`src/rtl/inst_fetch_axi_responder_if.sv`:
```
// AXI-Lite read-only (AR/R) channel bundle between the instruction-fetch responder and the interconnect.
interface inst_fetch_axi_responder_if;
    logic [31:0] m_araddr;
    logic [2:0]  m_arprot;
    logic        m_arvalid;
    logic        m_arready;
    logic [31:0] m_rdata;
    logic [1:0]  m_rresp;
    logic        m_rvalid;
    logic        m_rready;

    modport master (
        output m_araddr, m_arprot, m_arvalid, m_rready,
        input  m_arready, m_rdata, m_rresp, m_rvalid
    );

    modport slave (
        input  m_araddr, m_arprot, m_arvalid, m_rready,
        output m_arready, m_rdata, m_rresp, m_rvalid
    );
endinterface

```
`src/rtl/inst_fetch_axi_responder.sv`:
```
// Instruction-fetch responder: 2-entry word buffer, misses filled over AXI-Lite AR/R.
// Optional next-word prefetch when IFETCH_PREFETCH_EN is defined.
module inst_fetch_axi_responder #(
    parameter logic [2:0]  ARPROT_VAL = 3'b100,
    parameter logic [31:0] ERR_DATA   = 32'h0000_0000
) (
    input  logic                               clk,
    input  logic                               rst,
    input  logic                               rom_ce_i,
    input  logic [31:0]                        rom_addr_i,
    output logic [31:0]                        rom_data_o,
    output logic                               stall_req_o,
    output logic                               fetch_err_o,
    inst_fetch_axi_responder_if.master         axi
);

    typedef enum logic [1:0] {
        ST_IDLE = 2'd0,
        ST_ADDR = 2'd1,
        ST_DATA = 2'd2
    } state_e;

    state_e      state_q;
    logic [1:0]  vld_q;
    logic [29:0] tag_q  [2];
    logic [31:0] data_q [2];
    logic        repl_q;
    logic        fill_idx_q;
    logic [29:0] target_q;
    logic        arvalid_q;
    logic        rready_q;
    logic        err_q;

    logic [29:0] cur_tag_s;
    logic [29:0] next_tag_s;
    logic [1:0]  hit_vec_s;
    logic [1:0]  fill_vec_s;
    logic        hit_s;
    logic        hit_idx_s;
    logic        miss_s;
    logic        pf_req_s;
    logic        fill_idx_s;
    logic [31:0] fill_data_s;
    logic [1:0]  addr_lsb_unused_s;
`ifdef IFETCH_PREFETCH_EN
    logic [1:0]  next_vec_s;
`endif

    assign addr_lsb_unused_s = rom_addr_i[1:0];

    // Buffer lookup for the demand address, the in-flight fill target and the next sequential word
    always_comb begin
        hit_vec_s  = 2'b00;
        fill_vec_s = 2'b00;
        cur_tag_s  = rom_addr_i[31:2];
        next_tag_s = cur_tag_s + 30'd1;
`ifdef IFETCH_PREFETCH_EN
        next_vec_s = 2'b00;
`endif
        for (int i = 0; i < 2; i++) begin
            hit_vec_s[i]  = vld_q[i] && (tag_q[i] == cur_tag_s);
            fill_vec_s[i] = vld_q[i] && (tag_q[i] == target_q);
`ifdef IFETCH_PREFETCH_EN
            next_vec_s[i] = vld_q[i] && (tag_q[i] == next_tag_s);
`endif
        end
        hit_s     = rom_ce_i && (|hit_vec_s);
        hit_idx_s = hit_vec_s[1];
        miss_s    = rom_ce_i && !(|hit_vec_s);
        // A fill whose word is already buffered overwrites that entry so no duplicates appear
        if (|fill_vec_s) begin
            fill_idx_s = fill_vec_s[1];
        end else begin
            fill_idx_s = fill_idx_q;
        end
        if (axi.m_rresp == 2'b00) begin
            fill_data_s = axi.m_rdata;
        end else begin
            fill_data_s = ERR_DATA;
        end
`ifdef IFETCH_PREFETCH_EN
        pf_req_s = hit_s && !(|next_vec_s);
`else
        pf_req_s = 1'b0;
`endif
    end

    assign rom_data_o    = (hit_s && !rst) ? data_q[hit_idx_s] : 32'h0000_0000;
    assign stall_req_o   = miss_s && !rst;
    assign fetch_err_o   = err_q;
    assign axi.m_araddr  = {target_q, 2'b00};
    assign axi.m_arprot  = ARPROT_VAL;
    assign axi.m_arvalid = arvalid_q;
    assign axi.m_rready  = rready_q;

    // Fill FSM, buffer storage and replacement pointer
    always_ff @(posedge clk or posedge rst) begin
        if (rst) begin
            state_q    <= ST_IDLE;
            vld_q      <= 2'b00;
            repl_q     <= 1'b0;
            fill_idx_q <= 1'b0;
            target_q   <= 30'd0;
            arvalid_q  <= 1'b0;
            rready_q   <= 1'b0;
            err_q      <= 1'b0;
            for (int i = 0; i < 2; i++) begin
                tag_q[i]  <= 30'd0;
                data_q[i] <= 32'h0000_0000;
            end
        end else begin
            err_q <= 1'b0;
            if (hit_s) begin
                repl_q <= ~hit_idx_s;
            end
            case (state_q)
                ST_IDLE: begin
                    if (miss_s) begin
                        target_q   <= cur_tag_s;
                        fill_idx_q <= repl_q;
                        arvalid_q  <= 1'b1;
                        state_q    <= ST_ADDR;
                    end else if (pf_req_s) begin
                        // Prefetch lands in the entry not being hit so the current word survives
                        target_q   <= next_tag_s;
                        fill_idx_q <= ~hit_idx_s;
                        arvalid_q  <= 1'b1;
                        state_q    <= ST_ADDR;
                    end
                end
                ST_ADDR: begin
                    if (axi.m_arready) begin
                        arvalid_q <= 1'b0;
                        rready_q  <= 1'b1;
                        state_q   <= ST_DATA;
                    end
                end
                ST_DATA: begin
                    if (axi.m_rvalid) begin
                        rready_q           <= 1'b0;
                        vld_q[fill_idx_s]  <= 1'b1;
                        tag_q[fill_idx_s]  <= target_q;
                        data_q[fill_idx_s] <= fill_data_s;
                        err_q              <= (axi.m_rresp != 2'b00);
                        state_q            <= ST_IDLE;
                    end
                end
                default: begin
                    arvalid_q <= 1'b0;
                    rready_q  <= 1'b0;
                    state_q   <= ST_IDLE;
                end
            endcase
        end
    end

endmodule

```
`src/flat_wrapper.sv`:
```
// flat-port wrapper written by rule: the top's interface ports become plain ports
module inst_fetch_axi_responder_flat 
#(
    parameter logic [2:0]  ARPROT_VAL = 3'b100,
    parameter logic [31:0] ERR_DATA   = 32'h0000_0000
)
  (clk, rst, rom_ce_i, rom_addr_i, rom_data_o, stall_req_o, fetch_err_o, axi_m_araddr, axi_m_arprot, axi_m_arvalid, axi_m_rready, axi_m_arready, axi_m_rdata, axi_m_rresp, axi_m_rvalid);
  inst_fetch_axi_responder_if axi_i ();
  input  logic clk;
  input  logic rst;
  input  logic rom_ce_i;
  input  logic [31:0] rom_addr_i;
  output logic [31:0] rom_data_o;
  output logic stall_req_o;
  output logic fetch_err_o;
  output wire logic [$bits(axi_i.m_araddr)-1:0] axi_m_araddr;
  output wire logic [$bits(axi_i.m_arprot)-1:0] axi_m_arprot;
  output wire logic [$bits(axi_i.m_arvalid)-1:0] axi_m_arvalid;
  output wire logic [$bits(axi_i.m_rready)-1:0] axi_m_rready;
  input wire logic [$bits(axi_i.m_arready)-1:0] axi_m_arready;
  input wire logic [$bits(axi_i.m_rdata)-1:0] axi_m_rdata;
  input wire logic [$bits(axi_i.m_rresp)-1:0] axi_m_rresp;
  input wire logic [$bits(axi_i.m_rvalid)-1:0] axi_m_rvalid;
  assign axi_m_araddr = axi_i.m_araddr;
  assign axi_m_arprot = axi_i.m_arprot;
  assign axi_m_arvalid = axi_i.m_arvalid;
  assign axi_m_rready = axi_i.m_rready;
  assign axi_i.m_arready = axi_m_arready;
  assign axi_i.m_rdata = axi_m_rdata;
  assign axi_i.m_rresp = axi_m_rresp;
  assign axi_i.m_rvalid = axi_m_rvalid;
  inst_fetch_axi_responder #(.ARPROT_VAL(ARPROT_VAL), .ERR_DATA(ERR_DATA)) u_core (.clk(clk), .rst(rst), .rom_ce_i(rom_ce_i), .rom_addr_i(rom_addr_i), .rom_data_o(rom_data_o), .stall_req_o(stall_req_o), .fetch_err_o(fetch_err_o), .axi(axi_i));
endmodule
```
`config.mk`:
```
export PLATFORM = sky130hd
export DESIGN_NAME = inst_fetch_axi_responder_flat
export DESIGN_NICKNAME = d
export VERILOG_FILES = /design/src/rtl/inst_fetch_axi_responder_if.sv /design/src/rtl/inst_fetch_axi_responder.sv /design/src/flat_wrapper.sv
export SDC_FILE = /design/constraint.sdc
export NUM_CORES = 1
export LEC_CHECK = 0
export CORE_ASPECT_RATIO = 0.7
export CORE_MARGIN = 1.5
export CORE_UTILIZATION = 52
export CTS_CLUSTER_DIAMETER = 120
export DETAILED_ROUTE_END_ITERATION = 7
export PLACE_DENSITY = 0.79
export SETUP_SLACK_MARGIN = 0.2
export SYNTH_ARGS = -nofsm -noshare
export SYNTH_HDL_FRONTEND = slang
export SYNTH_SLANG_ARGS = --single-unit
```
`constraint.sdc`:
```
create_clock -name clk -period 33.4 [get_ports clk]
set_clock_uncertainty 0.15 [all_clocks]
set_input_delay 10.02 -clock clk [delete_from_list [all_inputs] [get_ports clk]]
set_output_delay 10.02 -clock clk [all_outputs]
set_load 0.01 [all_outputs]
```
==> After elaboration in Yosys (flattened, before gate mapping) <==
Cells that the tools add are included.
{ "op_classes": {"order_cmp": 5, "n_eq_ne": 9, "mux": 26, "n_bitwise": 6, "reduce_logical": 22} }
{ "ops": {"columns": ["cell", "n"], "rows": [
  ["32-bit two-way mux", 6],
  ["30-bit == test", 4],
  ["64-bit bitwise mux", 1],
  ["60-bit bitwise mux", 1],
  ["32-bit demux with 1-bit select", 1],
  ["30-bit demux with 1-bit select", 1],
  ["30-bit two-way mux", 1],
  ["1-bit logical AND", 10],
  ["3-bit AND reduction", 3],
  ["1-bit two-way mux", 8],
  ["2-bit two-way mux", 3],
  ["1-bit case mux with 3 select lines", 2],
  ["2-bit case mux with 3 select lines", 1],
  ["2-bit greater-or-equal comparator (second input constant)", 2],
  ["2-bit logical NOT", 2],
  ["2-bit inequality test (second input constant)", 2],
  ["1-bit NOT with 2-bit output", 2],
  ["2-bit AND reduction", 2],
  ["2-bit OR reduction", 2],
  ["1-bit NOT", 3],
  ["2-bit by 1-bit == test with 1-bit output (second input constant)", 1],
  ["2-bit == test (second input constant)", 1],
  ["1-bit logical NOT", 2],
  ["1-bit by 2-bit less-than comparator with 1-bit output (second input constant)", 1],
  ["other kinds (6)", 6]
]} }
{ "word_totals": {"register_bits": 163, "input_bits": 71, "out_inout_bits": 71, "word_cells": 80} }

==> Longest topological paths before layout <==
Gate-level depths: netlist of run 1.
{ "depth": {"ltp_word": 10, "depth_mapped": 9, "depth_no_buf": 6} }

==> Least setup slack after synthesis of run 1 <==
OpenSTA, ideal clock, no wires.
{ "synth_path": {"kind": "input port to output port", "start": "input port rst", "end": "output port rom_data_o[10]", "t_arrival_ns": 14.550, "required_ns": 23.230, "slack_ns": 8.680, "cell_stages": 4, "path_cell_list": "inv_1 -> nand2_1 -> clkbuf_1 -> a21oi_1"} }
{ "synth_via": {"elab_chain_len": 3} }
{ "synth_rtl": {"columns": ["element", "line_no", "source"], "rows": [
  ["start, declared", "flat_wrapper.sv:10", "input logic rst;"],
  ["1-bit logical NOT", "inst_fetch_axi_responder.sv:88", "assign rom_data_o = (hit_s && !rst) ? data_q[hit_idx_s] : 32'h0000_0000;"],
  ["1-bit logical AND", "inst_fetch_axi_responder.sv:88", null],
  ["32-bit two-way mux", "inst_fetch_axi_responder.sv:88", null],
  ["end, declared", "flat_wrapper.sv:13", "output logic [31:0] rom_data_o;"]
]} }
No other way between the ends.

==> Worst setup path after layout of run 1 <==
{ "layout_path": {"start": "input port rom_addr_i[19]", "end": "output port rom_data_o[5]"} }
{ "layout_via": {"elab_chain_len": 7, "elab_cells_between_ends": 12, "classes_between": "eq/ne (2); mux (4); bitwise (1); reduce/logical (5)"} }
{ "layout_rtl": {"columns": ["element", "line_no", "source"], "rows": [
  ["start, declared", "flat_wrapper.sv:12", "input logic [31:0] rom_addr_i;"],
  ["30-bit == test", "inst_fetch_axi_responder.sv:61", "hit_vec_s[i] = vld_q[i] && (tag_q[i] == cur_tag_s);"],
  ["1-bit logical AND", "inst_fetch_axi_responder.sv:61", null],
  ["1-bit NOT with 2-bit output (implied by the code)", "inst_fetch_axi_responder.sv:88", null],
  ["32-bit two-way mux (implied by the code) (3 in series)", "inst_fetch_axi_responder.sv:88", null],
  ["32-bit two-way mux *", "inst_fetch_axi_responder.sv:88", null]
]} }
Every way passes the cells marked *; elsewhere a longest branch is shown, timed or not. The select of a mux whose other input is x is not followed.

==> qor.yml, run 1 <==
clock_latency_ns: 0.42
switching_share_pct: 32.85
die_area_um2: 16420
synth_area_leader_cell: "dfrtp_1"
min_period_ns: 23.47
min_path_type: "register to register"
cts_root_buffer: "clkbuf_16"
routed_wirelength_mm: 19.98
cp_max_fo: 36
finalSetupViolCount: 0
synth_top_area_share_pct: 50.13
synth_edf_count: 0
yosysWarnings: 0
core_area_um2: 15400
initial_core_util_pct: 52.82
start_kind: "input pin"
synth_top_family_by_area: "multiplexers"
cp.required_ns: 23.23
fmax_mhz: 42.60
yosysSeqAreaShare_pct: 50.13
register_area_um2: 4079
wire_per_inst_um: 19.68
worst-slew-pin-transition_ns: 1.215
io_buffer_count: 134
path_class: "input pin to output pin"
slew_violations: 0
top_usage_layer: "met2"
cts_tree: "yes"
p_int_uw: 511.7
max_cap_violations: 0
die_w_um: 152.5
finalCritPeriodShare_pct: 70.28
synth_seq_cells: 163
multi_input_area_um2: 3886
diodes: 0
fin_area_um2: 10220
drive_gt1_share_pct: 20.74
cts_resized: 0
post-route-drc-count: 0
gp_congestion: 0.8557
postCtsSetupRepairBufs: 0
cts_sinks: 163
fillers: 1172
antenna_found_initial: 0
nets: 874
syn_area_um2: 8137
cts_buffers: 17
clock_path_buffers: 2
antenna_left: 0
pwr-share-clk_pct: 25.9
vias: 5709
grt_pass1_wl_mm: 32.26
clk_pin_slew_worst_paths_ns: 0.06
num_io_pins: 142
synthArstFlopShare_pct: 100.0
muxShareOfSynthArea_pct: 21.45
power_density_nw_per_um2: 74.55
syn2layout_area_growth_pct: 25.63
htree_levels: 4
arrival_ns: 13.30
grt_max_degree: 94
synth_compound_area_share_pct: 2.614
hold_violations: 0
grtUsageTotal_pct: 25.38
hold_slack_ns: 0.3469
rsz0062_at_grt: "no"
syn_area_per_cell_um2: 12.02
fin_setup_tns_ns: 0
synth_top_flop_cell: "dfrtp_1"
combPwrFrac_pct: 31.0
dieHeight_um: 107.7
synth_cells: 677
final_common_cell: "dfrtp_1"
drt_iter0_markers: 401
final_cell_mix: "163 x dfrtp_1, 134 x clkdlybuf4s50_1, 126 x mux2_2"
seqPwrFrac_pct: 43.1
leakage_uw: 0.004285
yosys.area_share.adder_pct: 0
via_per_inst: 5.625
synthXorXnorAreaFrac_pct: 12.92
placed_area_um2: 9625
switching_power_uw: 250.4
dr.pass1.iters: 5
synth_cell_type_count: 29
met2_usage_pct: 38.78
std_cell_rows: 38
irDropWorstVdd_v: 0.00005549
synthSimpleGateAreaFrac_pct: 10.32
overflow: 0
grt_pass1_vias: 5949
cts.hold.buffers_added: 0
relSlewSlack_pct: 18.79
cp-end-kind: "output pin"
use_met3_pct: 5.233
use_met1_pct: 37.13
synth.area.top_cells: "dfrtp_1 50%, mux2_2 17%, xnor2_1 9.4%"
dp_hpwl_mm: 13.67
status: "completed"
-- stage by stage --
stage	total power [µW]	std cells	utilization (%)	setup WS, ns
global placement	551.2	984	62.48	10.04
CTS	764.6	1015	66.36	10.02
global route	799.4	1015	66.36	9.678
floorplan	460.9	680	-	8.680
detailed placement	564.8	984	62.48	10.04
finish	762.1	1015	66.36	9.927
-- logic make-up after synthesis --
group / Yosys count
mux: 155
compound gates: 41
flops: 163
xor+xnor: 120
buf+inv: 40
simple gates: 156
other cells: 2
-- flip-flops by register name, indices dropped and copies added, names as in the netlist --
register and cells:
u_core.axi.m_arvalid 1, u_core.axi.m_rready 1, u_core.data_q 64, u_core.fetch_err_o 1, u_core.fill_idx_q 1, u_core.repl_q 1, u_core.state_q 2, u_core.tag_q 60
u_core.target_q 30, u_core.vld_q 2
-- worst paths after layout --
check,end,cells after the start,slack [ns],startpoint
worst max-delay path,rom_data_o[5],9,9.93,rom_addr_i[19]
worst min-delay path,u_core.axi.m_arvalid,2,0.35,u_core.axi.m_arvalid
worst max register to register,u_core.tag_q[6],6,29.70,u_core.target_q[28]
worst min register to register,u_core.axi.m_arvalid,2,0.35,u_core.axi.m_arvalid
max in group asynchronous,u_core.tag_q[54],3,21.61,rst
min in group asynchronous,u_core.data_q[4],2,10.01,rst
-- critical path: stages --
cell	delay (ns)
clkdlybuf4s50_1	0.50
xnor2_1	0.30
nand4_1	0.16
nor4_1	0.77
and3_1	0.27
buf_4	0.38
nand2_1	0.10
a21oi_1	0.19
clkdlybuf4s50_1	0.60
-- area by class of cell --
class,instances,area share [%]
multi-input cells,477,38.02
repair buffers,141,13.64
flip-flops and latches,163,39.90
inverters,3,0.1591
clock inverters,8,0.9670
clock buffers,23,4.871
well taps,200,2.448
-- power by group through the flow --
| stage | combinational (µW) | clock, µW | sequential (µW) |
|---|---|---|---|
| global route | 254 | 208 | 337 |
| floorplan | 140 | 0 | 321 |
| CTS | 237 | 200 | 327 |
| global placement | 229 | 0 | 322 |
| detailed placement | 235 | 0 | 329 |
| finish | 237 | 197 | 328 |
-- routing by layer --
metal | vias to the layer above | routed length, µm
met2 | 168 | 9247
met4 | 0 | 181
met3 | 14 | 1093
met1 | 2929 | 9453
met5 | - | 0
li1 | 2598 | -
-- synthesized netlist by cell type, types with 5 or more instances --
master,number
xor2_1,33
buf_2,5
mux2_1,29
nor4_1,10
clkbuf_1,23
nand2_1,39
mux2_2,126
buf_4,6
nor2_1,5
xnor2_1,87
nand4_1,25
nand3_1,35
and2_1,32
dfrtp_1,163
a21oi_1,35
No activity file was read; power rests on OpenSTA's default activity.
==> inputs of run 2 (changes only) <==
- CORE_UTILIZATION: 52 -> 48
- PLACE_DENSITY: 0.79 -> 0.77
- clock period: 33.4 -> 20.9 ns (I/O delays scaled with it)
==> qor.yml, run 2 (synthesized netlist as in run 1, its figures left out) <==
status: "completed"
finalSetupViolCount: 0
initial_core_util_pct: 49.48
final_cell_mix: "163 x dfrtp_1, 134 x clkdlybuf4s50_1, 126 x mux2_2"
drt_iter0_markers: 342
post-route-drc-count: 0
wire_per_inst_um: 19.14
cts.hold.buffers_added: 0
clk_pin_slew_worst_paths_ns: 0.06
stdcell_count: 1039
cp-end-kind: "output pin"
grt_max_degree: 90
cts_resized: 0
grt_pass1_wl_mm: 31.70
critPathMaxStageDelay_ns: 0.61
io_buffer_count: 134
nets: 873
min_period_ns: 15.97
crit_family: "buffers and inverters"
arrival_ns: 9.55
cp.required_ns: 14.48
routed_wirelength_mm: 19.88
cp_max_fo: 36
start_kind: "input pin"
drive_gt1_share_pct: 20.64
dieHeight_um: 111.9
path_cells: "clkdlybuf4s50_1 > xnor2_1 > nand4_1 > or4_1 > nor4_4 > buf_4 > nand3_1 > a21oi_1 > clkdlybuf4s50_1"
htree_levels: 4
top_regs: "u_core.data_q: 64 flops, u_core.tag_q: 60 flops, u_core.target_q: 30 flops"
crit_slowest_cell: "clkdlybuf4s50_1"
clock_path_buffers: 2
worst-slew-pin-transition_ns: 1.294
hold_start: "u_core.axi.m_arvalid"
path_class: "input pin to output pin"
finalCritPeriodShare_pct: 76.42
relSlewSlack_pct: 13.55
top_register: "u_core.data_q"
worst-path-buf-inv: 3
final_common_cell: "dfrtp_1"
cts_buffers: 17
leakage_uw: 0.004267
cp-startpoint: "rom_addr_i[2]"
overflow: 0
max_cap_violations: 0
via_per_inst: 5.464
rsz0062_at_grt: "no"
slew_violations: 0
dr.pass1.iters: 5
num_io_pins: 142
cts_tree: "yes"
gp_congestion: 0.8590
antenna_found_initial: 0
cts_root_buffer: "clkbuf_16"
grt_pass1_vias: 5887
postCtsSetupRepairBufs: 0
placedCellCount: 1008
fmax_mhz: 62.61
r2r-start: "u_core.target_q[28]"
irDropWorstVdd_v: 0.00006749
dp_slack_ns: 4.968
power_density_nw_per_um2: 118.0
vias: 5677
core_area_um2: 16440
diodes: 0
antenna_left: 0
die_area_um2: 17750
clock_latency_ns: 0.43
syn2layout_area_growth_pct: 25.60
grtUsageTotal_pct: 23.69
std_cell_rows: 39
min_path_type: "register to register"
dp_hpwl_mm: 13.70
setup_ws_ns: 4.929
cts_sinks: 163
crit_top_cell: "clkdlybuf4s50_1"
largest_reg_flops: 64
fin_setup_tns_ns: 0
hold_violations: 0
die_w_um: 158.6
## run 2: cell types whose count changed in the layout (fill, tap and decap cells not counted)
| cell | before | now |
|---|---|---|
| inv_6 | 2 | 1 |
| or4_2 | 0 | 1 |
| buf_4 | 7 | 6 |
| or4_1 | 3 | 2 |
| clkbuf_1 | 1 | 2 |
| clkinv_4 | 0 | 1 |
| clkinv_2 | 3 | 5 |
| clkbuf_8 | 5 | 2 |
## run 2: metal layers
layer / part of all wire [%] / global-route usage (%)
met4: 1.2 / 7.788
met2: 45 / 35.11
met5: 0 / 0
met3: 6.0 / 5.099
met1: 48 / 34.54
## run 2: layout make-up
cell class / count / area, µm²
repair buffers: 140 / 1386
multi-input cells: 477 / 3887
fillers: 1301 / 6225
flip-flops and latches: 163 / 4079
inverters: 3 / 16.27
well taps: 225 / 281.5
clock inverters: 10 / 108.9
clock buffers: 21 / 460.4
## run 2: stage by stage
| stage | hold WS (ns) | instance area [µm²] | power [µW] | utilization, % |
|---|---|---|---|---|
| after floorplan | 0.3062 | 8148 | 736.6 | - |
| after global placement | 0.3214 | 9651 | 881.5 | 58.69 |
| after detailed placement | 0.3359 | 9651 | 899.9 | 58.69 |
| after CTS | 0.3499 | 10220 | 1209 | 62.15 |
| after global routing | 0.3679 | 10220 | 1263 | 62.15 |
| final | 0.3494 | 10220 | 1205 | 62.15 |
## run 2: worst register-to-register path: cells and delay by family (launching register included)
| family | cells | cell delay [ns] |
|---|---|---|
| flops | 1 | 0.44 |
| simple gates | 2 | 0.96 |
| compound gates | 1 | 0.66 |
| mux | 1 | 0.44 |
| buf+inv | 1 | 0.68 |
| xor+xnor | 1 | 0.20 |
## run 2: worst paths after layout
check                      cells past startpoint  slack (ns)                   end
setup / recovery                               9        4.93         rom_data_o[3]
hold / removal                                 2        0.35  u_core.axi.m_arvalid
setup reg to reg                               6       17.26      u_core.data_q[4]
hold reg to reg                                2        0.35  u_core.axi.m_arvalid
max in group asynchronous                      3       12.87      u_core.tag_q[17]
min in group asynchronous                      2        6.22      u_core.tag_q[41]
## run 2: power breakdown
part	internal, µW	switching (µW)	leakage, µW
registers	410	113	0.00212
logic	216	161	0.00187
clock network	181	125	0.000278
total	806	399	0.00427
==> inputs of run 3 (changes only) <==
- CORE_UTILIZATION: 48 -> 52
- PLACE_DENSITY: 0.77 -> 0.79
- clock period: 20.9 -> 16.5 ns (I/O delays scaled with it)
==> qor.yml, run 3 (synthesized netlist as in run 1, its figures left out) <==
grt_pass1_vias: 5730
diodes: 0
clock_latency_ns: 0.42
postCtsSetupRepairBufs: 0
post-route-drc-count: 0
fmax_mhz: 75.26
initial_core_util_pct: 52.82
die_area_um2: 16420
grt_pass1_wl_mm: 31.26
syn2layout_area_growth_pct: 25.53
holdPathStages: 2
worst-slew-pin-transition_ns: 1.260
slew_violations: 0
hold_violations: 0
max_cap_violations: 0
via_per_inst: 5.594
rsz0062_at_grt: "no"
relSlewSlack_pct: 15.78
antenna_left: 0
irDropWorstVdd_v: 0.0001216
cts_resized: 0
dr.pass1.iters: 5
cp.required_ns: 11.40
status: "completed"
min_path_type: "register to register"
cts.hold.buffers_added: 0
die_w_um: 152.5
r2r_end: "u_core.tag_q[0]"
cts_sinks: 163
core_area_um2: 15400
hold_start: "u_core.axi.m_arvalid"
arrival_ns: 8.19
wire_per_inst_um: 19.36
dp_hpwl_mm: 13.34
cp-end-kind: "output pin"
io_buffer_count: 134
drive_gt1_share_pct: 20.34
r2r-start: "u_core.target_q[28]"
grtUsageTotal_pct: 24.80
htree_levels: 4
cp_max_fo: 36
largest_reg_flops: 64
finalSetupViolCount: 0
routed_wirelength_mm: 19.67
rrSetupSlack_ns: 12.79
drt_iter0_markers: 295
nets: 874
dp_slack_ns: 3.246
cts_root_buffer: "clkbuf_16"
start_kind: "input pin"
clk_pin_slew_worst_paths_ns: 0.06
num_io_pins: 142
antenna_found_initial: 0
fin_setup_tns_ns: 0
final_cell_mix: "163 x dfrtp_1, 134 x clkdlybuf4s50_1, 126 x mux2_2"
vias: 5683
cts_buffers: 17
path_class: "input pin to output pin"
ff2ff_path_depth: 6
power_density_nw_per_um2: 150.8
hold_end: "u_core.axi.m_arvalid"
clock_path_buffers: 2
finalCritPeriodShare_pct: 80.53
leakage_uw: 0.004278
gp_congestion: 0.8623
top_regs: "u_core.data_q: 64 flops, u_core.tag_q: 60 flops, u_core.target_q: 30 flops"
overflow: 0
dieHeight_um: 107.7
min_period_ns: 13.29
cts_tree: "yes"
setup_ws_ns: 3.213
grt_max_degree: 90
top_register: "u_core.data_q"
std_cell_rows: 38
final_common_cell: "dfrtp_1"
## run 3: changes by cell type in the layout (fill, tap and decap cells not counted), sizes merged
cell / delta
clkbuf: +2
buf: +1
clkinv: -1
bufinv: +1
clkinvlp: -1
## run 3: metrics by stage
stage | util, % | hold slack, ns | total power [µW] | cell area [µm²] | std cells
after floorplan | - | 0.3062 | 933.1 | 8148 | 680
after global placement | 62.48 | 0.3133 | 1115 | 9625 | 984
after detailed placement | 62.48 | 0.3160 | 1138 | 9625 | 984
after CTS | 66.30 | 0.3313 | 1545 | 10210 | 1016
after global routing | 66.30 | 0.3587 | 1619 | 10210 | 1016
final | 66.30 | 0.3281 | 1540 | 10210 | 1016
## run 3: area by class of cell
class,instances,area (µm²)
Clock inverter,9,130.1
Clock buffer,23,457.9
Fill cell,1169,5191
Timing Repair Buffer,141,1394
Tap cell,200,250.2
Sequential cell,163,4079
Multi-Input combinational cell,477,3886
Inverter,3,16.27
## run 3: power by group
group          leakage, µW  total (µW)  switching, µW  internal, µW
Clock             0.000285         398            156           242
Combinational      0.00187         479            205           274
Sequential         0.00212         664            144           520
Total              0.00428        1540            505          1040
## run 3: worst max-delay path by stage
stage	startpoint	endpoint	slack, ns
6_report	rom_addr_i[2]	rom_data_o[30]	3.21
5_1_grt	rst	rom_data_o[30]	2.99
4_1_cts	rom_addr_i[3]	rom_data_o[3]	3.27
3_5_place_dp	rst	rom_data_o[27]	3.25
3_3_place_gp	rom_addr_i[2]	rom_data_o[27]	3.28
2_1_floorplan	rst	rom_data_o[10]	1.92
## run 3: per-layer routing
| metal | vias up | part of all wire, % | global-route usage (%) |
|---|---|---|---|
| met5 | - | 0 | 0 |
| met4 | 0 | 0.75 | 6.593 |
| met3 | 15 | 6.4 | 6.562 |
| met2 | 165 | 46 | 37.23 |
| met1 | 2906 | 47 | 35.67 |
| li1 | 2597 | - | - |
## run 3: critical path: stages
cell,delay [ns]
clkdlybuf4s50_1,0.48
xnor2_1,0.32
nand4_1,0.14
or4_1,0.57
nor4_4,0.32
buf_4,0.45
nand3_1,0.13
a21oi_1,0.23
clkdlybuf4s50_1,0.60
